### config.mk
export PLATFORM = sky130hd
export DESIGN_NAME = local_bus_arbiter
export DESIGN_NICKNAME = d
export VERILOG_FILES = /design/src/rtl/local_bus_pkg.sv /design/src/rtl/local_bus_rr_pick.sv /design/src/rtl/local_bus_arbiter.sv
export SDC_FILE = /design/constraint.sdc
export NUM_CORES = 1
export LEC_CHECK = 0
export ABC_CLOCK_PERIOD_IN_PS = 2600
export CORE_UTILIZATION = 55
export CTS_CLUSTER_DIAMETER = 80
export CTS_CLUSTER_SIZE = 14
export DETAILED_ROUTE_END_ITERATION = 8
export DONT_BUFFER_PORTS = 1
export PLACE_DENSITY_LB_ADDON = 0.15
export SYNTH_ARGS = -nofsm -noshare
export SYNTH_HDL_FRONTEND = slang
export SYNTH_SLANG_ARGS = --single-unit
### constraint.sdc
create_clock -name i_Bus_Clk -period 2.6 [get_ports i_Bus_Clk]
set_clock_uncertainty 0.2 [all_clocks]
set_input_delay 0.26 -clock i_Bus_Clk [delete_from_list [all_inputs] [get_ports i_Bus_Clk]]
set_output_delay 0.26 -clock i_Bus_Clk [all_outputs]
set_load 0.02 [all_outputs]
### src/rtl/local_bus_pkg.sv
// Shared types and constants for the local bus arbiter.
package local_bus_pkg;

  localparam int unsigned NUM_CS          = 4;
  localparam int unsigned CS_IDX_W        = $clog2(NUM_CS);
  localparam logic [15:0] RD_TIMEOUT_DATA = 16'hDEAD;
  localparam int unsigned WD_W            = 8;

  typedef enum logic [1:0] {
    StIdle,
    StIssue,
    StWaitRd,
    StDone
  } bus_state_e;

endpackage

### src/rtl/local_bus_rr_pick.sv
// Two-way pick between masters M0 and M1: round-robin on ties by default,
// M0 always wins ties when LOCAL_BUS_ARB_FIXED_PRIO_EN is defined.
module local_bus_rr_pick (
  input  logic i_M0_Req,
  input  logic i_M1_Req,
  input  logic i_Last_Grant,
  output logic o_Grant_Valid,
  output logic o_Grant_Idx
);

  assign o_Grant_Valid = i_M0_Req | i_M1_Req;

`ifdef LOCAL_BUS_ARB_FIXED_PRIO_EN
  logic unused_last_grant;
  assign unused_last_grant = i_Last_Grant;
  assign o_Grant_Idx       = ~i_M0_Req;
`else
  always_comb begin
    if (i_M0_Req && i_M1_Req) begin
      o_Grant_Idx = ~i_Last_Grant;
    end else begin
      o_Grant_Idx = i_M1_Req;
    end
  end
`endif

endmodule

### src/rtl/local_bus_arbiter.sv
// Shares the Local Bus between two command masters, one transaction at a time.
// Build option LOCAL_BUS_ARB_FIXED_PRIO_EN makes M0 win every tie.
module local_bus_arbiter
  import local_bus_pkg::*;
#(
  parameter int unsigned  ADDR8_PER_CS = 65536,
  parameter int unsigned  WD_LIMIT     = 8,
  localparam int unsigned AW           = $clog2(ADDR8_PER_CS)
) (
  input  logic              i_Bus_Clk,
  input  logic              i_Rst,
  input  logic              i_M0_Req,
  input  logic              i_M0_Wr_Rd_n,
  input  logic [1:0]        i_M0_CS_Index,
  input  logic [AW-1:0]     i_M0_Addr8,
  input  logic [15:0]       i_M0_Wr_Data,
  output logic              o_M0_Ack,
  output logic [15:0]       o_M0_Rd_Data,
  output logic              o_M0_Timeout,
  input  logic              i_M1_Req,
  input  logic              i_M1_Wr_Rd_n,
  input  logic [1:0]        i_M1_CS_Index,
  input  logic [AW-1:0]     i_M1_Addr8,
  input  logic [15:0]       i_M1_Wr_Data,
  output logic              o_M1_Ack,
  output logic [15:0]       o_M1_Rd_Data,
  output logic              o_M1_Timeout,
  output logic [NUM_CS-1:0] o_Bus_CS_Array,
  output logic              o_Bus_Wr_Rd_n,
  output logic [AW-1:0]     o_Bus_Addr8,
  output logic [15:0]       o_Bus_Wr_Data,
  input  logic [15:0]       i_Bus_Rd_Data_CS0,
  input  logic [15:0]       i_Bus_Rd_Data_CS1,
  input  logic [15:0]       i_Bus_Rd_Data_CS2,
  input  logic [15:0]       i_Bus_Rd_Data_CS3,
  input  logic [NUM_CS-1:0] i_Bus_Rd_DV_Array
);

  localparam logic [WD_W-1:0] WD_LAST = WD_W'(WD_LIMIT - 1);

  bus_state_e          state_q, state_d;
  logic                last_grant_q, last_grant_d;
  logic                owner_q, owner_d;
  logic                wr_rd_n_q, wr_rd_n_d;
  logic [CS_IDX_W-1:0] cs_idx_q, cs_idx_d;
  logic [AW-1:0]       addr_q, addr_d;
  logic [15:0]         wr_data_q, wr_data_d;
  logic [WD_W-1:0]     wd_q, wd_d;
  logic                timeout_q, timeout_d;
  logic [15:0]         m0_rd_data_q, m0_rd_data_d;
  logic [15:0]         m1_rd_data_q, m1_rd_data_d;

  logic        grant_valid;
  logic        grant_idx;
  logic        sel_dv;
  logic [15:0] sel_rd_data;

  local_bus_rr_pick u_rr_pick (
    .i_M0_Req      (i_M0_Req),
    .i_M1_Req      (i_M1_Req),
    .i_Last_Grant  (last_grant_q),
    .o_Grant_Valid (grant_valid),
    .o_Grant_Idx   (grant_idx)
  );

  assign sel_dv = i_Bus_Rd_DV_Array[cs_idx_q];

  always_comb begin
    unique case (cs_idx_q)
      2'd0:    sel_rd_data = i_Bus_Rd_Data_CS0;
      2'd1:    sel_rd_data = i_Bus_Rd_Data_CS1;
      2'd2:    sel_rd_data = i_Bus_Rd_Data_CS2;
      default: sel_rd_data = i_Bus_Rd_Data_CS3;
    endcase
  end

  always_comb begin
    state_d      = state_q;
    last_grant_d = last_grant_q;
    owner_d      = owner_q;
    wr_rd_n_d    = wr_rd_n_q;
    cs_idx_d     = cs_idx_q;
    addr_d       = addr_q;
    wr_data_d    = wr_data_q;
    wd_d         = wd_q;
    timeout_d    = timeout_q;
    m0_rd_data_d = m0_rd_data_q;
    m1_rd_data_d = m1_rd_data_q;

    unique case (state_q)
      StIdle: begin
        if (grant_valid) begin
          owner_d      = grant_idx;
          last_grant_d = grant_idx;
          if (!grant_idx) begin
            wr_rd_n_d = i_M0_Wr_Rd_n;
            cs_idx_d  = i_M0_CS_Index;
            addr_d    = i_M0_Addr8;
            wr_data_d = i_M0_Wr_Data;
          end else begin
            wr_rd_n_d = i_M1_Wr_Rd_n;
            cs_idx_d  = i_M1_CS_Index;
            addr_d    = i_M1_Addr8;
            wr_data_d = i_M1_Wr_Data;
          end
          state_d = StIssue;
        end
      end
      StIssue: begin
        timeout_d = 1'b0;
        if (wr_rd_n_q) begin
          state_d = StDone;
        end else begin
          wd_d    = '0;
          state_d = StWaitRd;
        end
      end
      StWaitRd: begin
        // A DV arriving on the expiry cycle still counts as a good read.
        if (sel_dv) begin
          if (!owner_q) m0_rd_data_d = sel_rd_data;
          else          m1_rd_data_d = sel_rd_data;
          state_d = StDone;
        end else if (wd_q == WD_LAST) begin
          if (!owner_q) m0_rd_data_d = RD_TIMEOUT_DATA;
          else          m1_rd_data_d = RD_TIMEOUT_DATA;
          timeout_d = 1'b1;
          state_d   = StDone;
        end else begin
          wd_d = wd_q + 1'b1;
        end
      end
      StDone:  state_d = StIdle;
      default: state_d = StIdle;
    endcase
  end

  always_ff @(posedge i_Bus_Clk or posedge i_Rst) begin
    if (i_Rst) begin
      state_q      <= StIdle;
      last_grant_q <= 1'b1;
      owner_q      <= 1'b0;
      wr_rd_n_q    <= 1'b0;
      cs_idx_q     <= '0;
      addr_q       <= '0;
      wr_data_q    <= '0;
      wd_q         <= '0;
      timeout_q    <= 1'b0;
      m0_rd_data_q <= '0;
      m1_rd_data_q <= '0;
    end else begin
      state_q      <= state_d;
      last_grant_q <= last_grant_d;
      owner_q      <= owner_d;
      wr_rd_n_q    <= wr_rd_n_d;
      cs_idx_q     <= cs_idx_d;
      addr_q       <= addr_d;
      wr_data_q    <= wr_data_d;
      wd_q         <= wd_d;
      timeout_q    <= timeout_d;
      m0_rd_data_q <= m0_rd_data_d;
      m1_rd_data_q <= m1_rd_data_d;
    end
  end

  assign o_Bus_CS_Array = (state_q == StIssue) ? (NUM_CS'(1) << cs_idx_q) : '0;
  assign o_Bus_Wr_Rd_n  = wr_rd_n_q;
  assign o_Bus_Addr8    = addr_q;
  assign o_Bus_Wr_Data  = wr_data_q;

  assign o_M0_Ack     = (state_q == StDone) && !owner_q;
  assign o_M1_Ack     = (state_q == StDone) && owner_q;
  assign o_M0_Timeout = o_M0_Ack && timeout_q;
  assign o_M1_Timeout = o_M1_Ack && timeout_q;
  assign o_M0_Rd_Data = m0_rd_data_q;
  assign o_M1_Rd_Data = m1_rd_data_q;

endmodule

==> results.sh, run 1 <==
export IMPL_cts_num_sinks=80
export IMPL_syn_cell_area_um2=4219
export IMPL_track_usage_pct=29.39
export IMPL_timing_hold_worst_class="input pin to flip-flop"
export IMPL_cts_tree="yes"
export IMPL_clock_insertion_delay_worst_skew_ns=0.35
export IMPL_crit_path_start_kind="flip-flop"
export IMPL_layout_drive_gt1_share_pct=20.89
export IMPL_final_period_utilization_pct=90.95
export IMPL_dpl_cell_count=450
export IMPL_synth_warnings=0
export IMPL_synth_seq_area_share_pct=47.48
export IMPL_fillCellCount=461
export IMPL_via_per_inst=6.114
export IMPL_routedWlPerCell_um=22.42
export IMPL_setup_tns_ns=0
export IMPL_synth_area_per_cell_um2=11.69
export IMPL_routed_antenna_nets=0
export IMPL_post_route_drc_count=0
export IMPL_cts_max_level=3
export IMPL_grt_max_degree=55
export IMPL_postRouteWirelength_um=12380
export IMPL_outcome="complete, no violations"
export IMPL_number_of_antenna_violations_at_the_first_check_in_global_routing=3
export IMPL_cts_repair_resize_count=0
export IMPL_floorplan_rows=31
export IMPL_timing_max_cap_violations=0
export IMPL_total_leakage_power_nw=2.295
export IMPL_layout_cells_most_common_list="dfrtp_1 (79), dlygate4sd3_1 (73), nand2_1 (51)"
export IMPL_period_minus_slack_ns=2.365
export IMPL_synth_fp_nets=509
export IMPL_critPathMaxStageDelay_ns=0.61
export IMPL_endpoint_kind="flip-flop"
export IMPL_multi_input_comb_area_um2=2110
export IMPL_worst_path_buf_inv=3
export IMPL_io_pin_count=215
export IMPL_cts_buffers_inserted=9
export IMPL_cts_reportedPaths_clkPinSlew_ns=0.09
export IMPL_cell_type_of_the_slowest_stage_on_the_worst_timing_path="dlygate4sd3_1"
export IMPL_async_flop_share_pct=100.0
export IMPL_overflow=0
export IMPL_floorplan_core_area_um2=7331
export IMPL_arrival_ns=2.34
export IMPL_start_util_pct=57.55
export IMPL_finalHoldViolCount=0
export IMPL_initialDrtViolationCount=151
export IMPL_final_instance_count_excl_fill=552
export IMPL_ys_types=42
export IMPL_cts_path_max_buffers=2
export IMPL_crit_chain="a21boi_4, buf_12, buf_4, mux2i_1, dlygate4sd3_1, o21ai_0"
export IMPL_nNetsFinal=594
export IMPL_cts_root_buffer="clkbuf_8"
export IMPL_critPathTopFamily="buffers and inverters"
export IMPL_mostFrequentLayoutCell="dfrtp_1"
export IMPL_grt_first_pass_wirelength_um=17110
export IMPL_synthToLayoutAreaGrowth_pct=28.02
export IMPL_rsz_0062_raised_after_global_routing="no"
export IMPL_postSynthCellCount=361
export IMPL_maxSlewViolCount=0
export IMPL_dpl_hpwl_um=7269
export IMPL_port_buf_inserts=0
export IMPL_dieArea_um2=8025
export IMPL_fp_dieH_um=89.59
export IMPL_stdcell_area_um2=5401
export IMPL_dpl_cell_area_um2=4388
export IMPL_ys_ff_latch=80
export IMPL_powerDensity_nw_per_um2=1105
export IMPL_worst_path_max_fanout=12
export IMPL_total_setup_violations_reported_at_the_end_of_the_flow=0
export IMPL_critPathKind="flip-flop to flip-flop"
export IMPL_drt_pass1_iterations=5
export IMPL_worst_slew_pin_transition_ns=1.143
export IMPL_layout_area_seq_um2=2003
export IMPL_number_of_synthesized_flops_with_an_enable_pin=0
export IMPL_max_vdd_ir_drop_uv=583.5
export IMPL_synth_flop_cell="dfrtp_1"
export IMPL_clock_fmax_ghz=0.4229
export IMPL_die_x_um=89.59
export IMPL_critical_path_required_ns=2.58
export IMPL_relSlewSlack_pct=23.52
export IMPL_routed_via_count=3375
export IMPL_vias_in_the_first_global_route=3384
export IMPL_globalplace_congestion=0.8231
==> stage by stage <==
step,power (mW),util (%),hold slack [ns],setup WS [ns]
floorplan,4.263,-,0.1300,0.08992
global placement,4.711,59.86,0.09568,0.4020
detailed placement,4.809,59.86,0.1009,0.3527
CTS,5.809,72.01,0.004475,0.1810
global route,6.303,73.68,0.09969,0.1090
finish,5.967,73.68,0.07523,0.2353
==> repair_timing <==
item / 4_1_cts / 5_1_grt
hold endpoints to repair: 76 / 1
setup endpoints to repair: 0 / 3
buffers inserted: 0 / 11
hold buffers: 71 / 2
==> synthesized netlist by cell type, drive strengths merged (2+ instances only) <==
cell | n | area [um^2]
dfrtp | 79 | 1977
nand2 | 51 | 191.4
o21ai | 39 | 195.2
mux2i | 35 | 350.3
mux2 | 33 | 409.1
mux4 | 17 | 382.9
nand2b | 12 | 75.07
buf | 11 | 65.06
clkbuf | 11 | 41.29
and2 | 7 | 43.79
ha | 6 | 75.07
inv | 6 | 22.52
nand3 | 6 | 30.03
nand4b | 5 | 43.79
nor2 | 5 | 18.77
and3 | 4 | 25.02
nor3 | 4 | 25.02
o211ai | 4 | 30.03
nor3b | 3 | 22.52
nor4 | 3 | 25.02
a211oi | 2 | 15.01
a21oi | 2 | 10.01
a41oi | 2 | 17.52
nor2b | 2 | 12.51
nor4b | 2 | 17.52
==> kinds of logic (layout without fill, tap and decap cells) <==
kind of cell	after synthesis	in the layout	synth area share (%)
buffers and inverters	28	117	3.054
DFF	80	80	47.48
muxes	85	85	27.08
adders and majority gates	6	6	1.779
and+or+nand+nor	106	106	12.93
other	0	3	0
AOI/OAI and AO/OA	56	56	7.681
==> power breakdown <==
part	internal [mW]	leakage [nW]	total [mW]	switching, mW
Combinational	1.15	1.23	2.29	1.14
Sequential	1.78	0.976	2.83	1.05
Clock	0.396	0.0878	0.849	0.453
==> worst register-to-register path: cells and delay by family, from the launching register on <==
kind                   cells  cell delay, ns
muxes                      1            0.32
buffers and inverters      3            0.93
AOI/OAI and AO/OA          2            0.17
DFF                        1            0.58
==> sequential cells by signal, summed over array words and instances, names as in the netlist <==
register / cells
last_grant_q: 1
cs_idx_q: 2
o_Bus_Wr_Rd_n: 1
wd_q: 8
o_M0_Rd_Data: 16
o_Bus_Wr_Data: 16
timeout_q: 1
owner_q: 1
o_Bus_Addr8: 16
state_q: 2
o_M1_Rd_Data: 16
==> per-layer routing <==
| metal | routed length, um | vias up | track usage (%) |
|---|---|---|---|
| met4 | 502 | 0 | 14.86 |
| met2 | 6342 | 205 | 50.69 |
| li1 | - | 1476 | - |
| met5 | 0 | - | 0 |
| met3 | 1032 | 48 | 9.141 |
| met1 | 4498 | 1646 | 32.87 |
==> area by class of cell <==
cell class                 count  share of cell area [%]
clock inverter                 4                  0.5328
tap                           99                   2.293
sequential                    80                   37.09
antenna                        3                  0.1390
inverter                       6                  0.4401
clock buffer                  11                   2.803
timing repair buffer          96                   17.65
multi-input combinational    253                   39.05
==> path summary, 6_finish.rpt <==
path | start | endpoint | slack, ns | cells after the start
worst max-delay path | last_grant_q | o_Bus_Wr_Data[3] | 0.24 | 6
max in group asynchronous | i_Rst | wd_q[5] | 1.25 | 3
worst max register to register | last_grant_q | o_Bus_Wr_Data[3] | 0.24 | 6
worst min-delay path | i_M0_Req | state_q[0] | 0.08 | 3
worst min register to register | state_q[0] | state_q[0] | 0.34 | 1
min in group asynchronous | i_Rst | o_Bus_Addr8[4] | 0.29 | 2
(Power assumes the default switching activity.)
==> inputs of run 2 (changes only) <==
CELL_PAD_IN_SITES_DETAIL_PLACEMENT = 0   (was default)
CELL_PAD_IN_SITES_GLOBAL_PLACEMENT = 1   (was default)
CORE_UTILIZATION = 43   (was 55)
GPL_ROUTABILITY_DRIVEN = 0   (was default)
==> results.sh, run 2 (synthesis gave the netlist of run 1 again) <==
export IMPL_io_pin_count=215
export IMPL_min_from="i_M1_Req"
export IMPL_cts_repair_resize_count=0
export IMPL_cts_num_sinks=80
export IMPL_dieArea_um2=10210
export IMPL_grt_first_pass_wirelength_um=16810
export IMPL_worst_path_max_fanout=3
export IMPL_start_util_pct=45.02
export IMPL_crit_path_start_kind="input pin"
export IMPL_worst_slew_pin_transition_ns=0.6568
export IMPL_final_period_utilization_pct=96.02
export IMPL_maxSlewViolCount=0
export IMPL_postRouteWirelength_um=10750
export IMPL_synthToLayoutAreaGrowth_pct=27.55
export IMPL_powerDensity_nw_per_um2=1113
export IMPL_period_minus_slack_ns=2.497
export IMPL_critical_path_required_ns=2.63
export IMPL_fp_dieH_um=101.1
export IMPL_routedWlPerCell_um=18.83
export IMPL_total_setup_violations_reported_at_the_end_of_the_flow=0
export IMPL_max_vdd_ir_drop_uv=433.4
export IMPL_die_x_um=101.1
export IMPL_startpoint="i_M0_Req"
export IMPL_finalHoldViolCount=0
export IMPL_worst_r2r_startpoint="last_grant_q"
export IMPL_clkPwrFrac_pct=16.7
export IMPL_arrival_ns=2.52
export IMPL_relSlewSlack_pct=55.92
export IMPL_floorplan_rows=35
export IMPL_cts_buffers_inserted=9
export IMPL_timing_max_cap_violations=0
export IMPL_cts_reportedPaths_clkPinSlew_ns=0.08
export IMPL_cts_path_max_buffers=2
export IMPL_layout_cells_most_common_list="dfrtp_1 (79), dlygate4sd3_1 (72), nand2_1 (51)"
export IMPL_cts_tree="yes"
export IMPL_p_int_mw=3.457
export IMPL_nNetsFinal=585
export IMPL_switching_power_mw=2.530
export IMPL_clock_insertion_delay_worst_skew_ns=0.34
export IMPL_track_usage_pct=21.60
export IMPL_setup_tns_ns=0
export IMPL_number_of_antenna_violations_at_the_first_check_in_global_routing=0
export IMPL_dpl_cell_count=481
export IMPL_post_route_drc_count=0
export IMPL_dpl_hpwl_um=7210
export IMPL_floorplan_core_area_um2=9371
export IMPL_vias_in_the_first_global_route=3254
export IMPL_antennaDiodeCount=0
export IMPL_timing_hold_worst_class="input pin to flip-flop"
export IMPL_cts_max_level=3
export IMPL_drt_pass1_iterations=4
export IMPL_critPathKind="input pin to flip-flop"
export IMPL_initialDrtViolationCount=60
export IMPL_routed_antenna_nets=0
export IMPL_via_per_inst=5.448
export IMPL_port_buf_inserts=0
export IMPL_total_leakage_power_nw=2.266
export IMPL_switching_share_pct=42.25
export IMPL_clock_fmax_ghz=0.4006
export IMPL_grt_max_degree=69
export IMPL_rsz_0062_raised_after_global_routing="no"
export IMPL_mostFrequentLayoutCell="dfrtp_1"
export IMPL_endpoint_kind="flip-flop"
export IMPL_routed_via_count=3111
export IMPL_layout_drive_gt1_share_pct=19.23
export IMPL_cts_root_buffer="clkbuf_8"
export IMPL_comb_power_share_pct=36.5
export IMPL_outcome="complete, no violations"
export IMPL_final_instance_count_excl_fill=571
export IMPL_seq_power_share_pct=46.8
export IMPL_overflow=0
## run 2: metrics by stage
| step | setup WS [ns] | cell area [um^2] | utilization [%] | total power [mW] | hold WS (ns) |
|---|---|---|---|---|---|
| after floorplan | 0.08992 | 4219 | - | 4.263 | 0.1300 |
| after global placement | 0.3751 | 4433 | 47.30 | 4.786 | 0.02223 |
| after detailed placement | 0.3813 | 4433 | 47.30 | 4.833 | 0.01814 |
| after CTS | 0.06386 | 5366 | 57.26 | 6.009 | 0.02128 |
| after global routing | 0.07278 | 5381 | 57.42 | 6.390 | 0.03639 |
| final | 0.1034 | 5381 | 57.42 | 5.987 | 0.04287 |
## run 2: timing repair
action                                  CTS  global route
hold buffers                             72             0
endpoints found under the setup margin    0             1
endpoints found under the hold margin    67             0
setup buffers                             0             2
## run 2: path summary, 6_finish.rpt
kind	endpoint	slack [ns]	cells past startpoint
hold / removal	owner_q	0.04	2
setup reg to reg	o_Bus_Addr8[12]	0.29	5
min in group asynchronous	o_Bus_Addr8[6]	0.19	2
setup / recovery	o_Bus_Addr8[12]	0.10	6
hold reg to reg	state_q[0]	0.35	1
max in group asynchronous	cs_idx_q[1]	1.33	3
## run 2: worst max-delay path, cell delays in order
cell and delay (ns):
dlygate4sd3_1 0.64, a21boi_4 0.21, mux2i_1 0.20, dlygate4sd3_1 0.56
o21ai_0 0.08, dlygate4sd3_1 0.57
## run 2: metal layers
metal	track usage, %	vias up	routed length, um	share of wire (%)
li1	-	1457	-	-
met1	26.03	1482	4332	40
met2	37.41	158	5400	50
met3	5.617	14	865	8.0
met4	7.246	0	151	1.4
met5	0	-	0	0
## run 2: area by class of cell
cell class	count	area, um^2
inverters	6	23.77
repair buffers	87	870.8
clock inverters	5	81.33
fillers	776	3990
multi-input cells	253	2110
well taps	129	161.4
clock buffers	11	131.4
flip-flops and latches	80	2003
## run 2: power by group through the flow
stage / clock (mW) / combinational [mW] / sequential, mW
finish: 1.00 / 2.19 / 2.80
global route: 1.09 / 2.43 / 2.87
CTS: 1.02 / 2.18 / 2.81
detailed placement: 0 / 2.02 / 2.82
global placement: 0 / 1.97 / 2.82
floorplan: 0 / 1.61 / 2.66
==> inputs of run 3 (changes only) <==
CTS_BUF_LIST = sky130_fd_sc_hd__clkbuf_16   (was default)
SYNTH_HIERARCHICAL = 1   (was default)
==> results.sh, run 3 <==
export IMPL_cts_max_level=3
export IMPL_maxSlewViolCount=0
export IMPL_total_setup_violations_reported_at_the_end_of_the_flow=0
export IMPL_antennaDiodeCount=0
export IMPL_layout_cells_most_common_list="dfrtp_1 (79), dlygate4sd3_1 (69), a21oi_1 (43)"
export IMPL_synthSimpleGateAreaFrac_pct=11.88
export IMPL_cts_path_max_buffers=2
export IMPL_postSynthCellCount=366
export IMPL_timing_hold_worst_class="input pin to flip-flop"
export IMPL_port_buf_inserts=0
export IMPL_post_synth_main_area_contributors="dfrtp_1 (46%), mux2i_1 (9.3%), mux4_2 (8.9%)"
export IMPL_relSlewSlack_pct=60.65
export IMPL_critPathMaxStageDelay_ns=0.42
export IMPL_cts_root_buffer="clkbuf_16"
export IMPL_ys_ff_latch=80
export IMPL_layout_drive_gt1_share_pct=20.05
export IMPL_cell_type_of_the_slowest_stage_on_the_worst_timing_path="dfrtp_1"
export IMPL_post_synth_top_area_cell="dfrtp_1"
export IMPL_final_instance_count_excl_fill=572
export IMPL_cts_num_sinks=80
export IMPL_overflow=0
export IMPL_p_int_mw=3.858
export IMPL_grt_first_pass_wirelength_um=16530
export IMPL_hold_ws_ns=0.05245
export IMPL_die_x_um=101.8
export IMPL_final_period_utilization_pct=86.30
export IMPL_switching_share_pct=41.67
export IMPL_track_usage_pct=21.16
export IMPL_routedWlPerCell_um=19.40
export IMPL_routed_via_count=3159
export IMPL_routed_antenna_nets=0
export IMPL_worst_path_max_fanout=16
export IMPL_cts_tree="yes"
export IMPL_grt_max_degree=49
export IMPL_postRouteWirelength_um=11100
export IMPL_clkPwrFrac_pct=20.9
export IMPL_cts_buffers_inserted=9
export IMPL_worst_path_buf_inv=0
export IMPL_cts_repair_resize_count=0
export IMPL_floorplan_core_area_um2=9729
export IMPL_ys_types=44
export IMPL_drt_pass1_iterations=5
export IMPL_critical_path_required_ns=2.61
export IMPL_io_pin_count=215
export IMPL_parity_gate_share_of_the_synthesized_area_counting_xor_and_xnor_cells_pct=0
export IMPL_critPathKind="flip-flop to flip-flop"
export IMPL_number_of_synthesized_flops_with_an_enable_pin=0
export IMPL_initialDrtViolationCount=105
export IMPL_clock_insertion_delay_worst_skew_ns=0.33
export IMPL_clock_fmax_ghz=0.4457
export IMPL_comb_power_share_pct=35.9
export IMPL_vias_in_the_first_global_route=3151
export IMPL_endpoint_kind="flip-flop"
export IMPL_timing_max_cap_violations=0
export IMPL_synth_fp_nets=514
export IMPL_switching_power_mw=2.756
export IMPL_cts_reportedPaths_clkPinSlew_ns=0.06
export IMPL_nNetsFinal=582
export IMPL_arrival_ns=2.25
export IMPL_ys_top_cells_by_count="dfrtp_1 (79), a21oi_1 (43), nor2_1 (41)"
export IMPL_synth_fa_ha_area_share_pct=1.752
export IMPL_seq_power_share_pct=43.2
export IMPL_max_vdd_ir_drop_uv=535.4
export IMPL_total_power_mw=6.614
export IMPL_rsz_0062_raised_after_global_routing="no"
export IMPL_async_flop_share_pct=100.0
export IMPL_post_route_drc_count=0
export IMPL_synth_flop_cell="dfrtp_1"
export IMPL_synth_seq_area_share_pct=46.74
export IMPL_via_per_inst=5.523
export IMPL_synth_compound_gate_area_share_pct=7.883
export IMPL_worst_slew_pin_transition_ns=0.5895
export IMPL_synth_area_mux_share_pct=28.09
export IMPL_outcome="complete, no violations"
export IMPL_dpl_hpwl_um=7196
export IMPL_dieArea_um2=10370
export IMPL_crit_path_start_kind="flip-flop"
export IMPL_period_minus_slack_ns=2.244
export IMPL_finalHoldViolCount=0
export IMPL_dominant_combinational_cell_family_by_area_after_synthesis="multiplexers"
export IMPL_yosys_cell_count_top_type="dfrtp_1"
export IMPL_start_util_pct=44.05
export IMPL_dpl_cell_count=487
export IMPL_syn_cell_area_um2=4285
export IMPL_mostFrequentLayoutCell="dfrtp_1"
export IMPL_synthToLayoutAreaGrowth_pct=28.09
export IMPL_synth_area_per_cell_um2=11.71
export IMPL_fp_dieH_um=101.8
export IMPL_powerDensity_nw_per_um2=1205
export IMPL_total_leakage_power_nw=2.299
export IMPL_crit_chain="ha_1, and3b_1, a21o_1, nand3_2, mux2_2"
export IMPL_number_of_antenna_violations_at_the_first_check_in_global_routing=0
export IMPL_setup_tns_ns=0
export IMPL_floorplan_rows=36
export IMPL_critPathTopFamily="simple AND/OR/NAND/NOR gates"
export IMPL_synth_warnings=6
export IMPL_yosys_area_top_type_share_pct=46.13
[run 3: cell count changes after synthesis, moves of 3 or more]
cell / delta
a21oi_1: +41
buf_1: -3
clkbuf_1: +3
inv_1: +3
mux2i_1: +5
nand2_1: -36
nand2b_1: -5
nand3_1: -5
nor2_1: +36
o21ai_0: -30
or2b_1: +4
[run 3: final cells by class]
class	instances	area (um^2)
clock buffer	9	225.2
fill	837	4240
timing repair buffer	81	818.3
tap	133	166.4
inverter	9	35.03
sequential	80	2003
multi-input combinational	253	2138
clock inverter	7	102.6
[run 3: cells by family after synthesis]
group,after synthesis
AOI/OAI and AO/OA,60
adders and majority gates,6
buffers and inverters,33
DFF,80
muxes,91
and+or+nand+nor,96
[run 3: power by group through the flow]
stage | clock network (mW) | logic, mW | registers [mW]
after floorplan | 0 | 1.83 | 2.71
after global placement | 0 | 2.17 | 2.88
after detailed placement | 0 | 2.23 | 2.86
after CTS | 1.41 | 2.37 | 2.85
after global routing | 1.48 | 2.62 | 2.93
final | 1.38 | 2.37 | 2.86
[run 3: worst paths after layout]
| kind | start | endpoint | slack (ns) | depth (start not counted) |
|---|---|---|---|---|
| min in group asynchronous | i_Rst | o_M1_Rd_Data[14] | 0.23 | 2 |
| max in group asynchronous | i_Rst | last_grant_q | 1.26 | 3 |
| min | i_M0_CS_Index[0] | cs_idx_q[0] | 0.05 | 2 |
| min reg2reg | last_grant_q | last_grant_q | 0.31 | 2 |
| max | wd_q[0] | o_M1_Rd_Data[6] | 0.36 | 5 |
| max reg2reg | wd_q[0] | o_M1_Rd_Data[6] | 0.36 | 5 |
[run 3: routing by layer]
layer,track usage [%],routed length [um],vias up
met5,0,0,-
met1,25.31,4373,1543
met4,5.495,94,0
li1,-,-,1460
met3,6.840,904,8
met2,36.85,5727,148
[run 3: through the flow]
step	utilization, %	setup WS, ns	cell area (um^2)
2_1_floorplan	-	0.08992	4285
3_3_place_gp	45.95	0.3913	4471
3_5_place_dp	45.95	0.3358	4471
4_1_cts	56.42	0.3318	5489
5_1_grt	56.42	0.2143	5489
6_report	56.42	0.3561	5489
[run 3: timing repair]
| action | 4_1_cts | 5_1_grt |
|---|---|---|
| setup buffers | 0 | 0 |
| hold buffers | 69 | 0 |
| hold endpoints to repair | 66 | 0 |
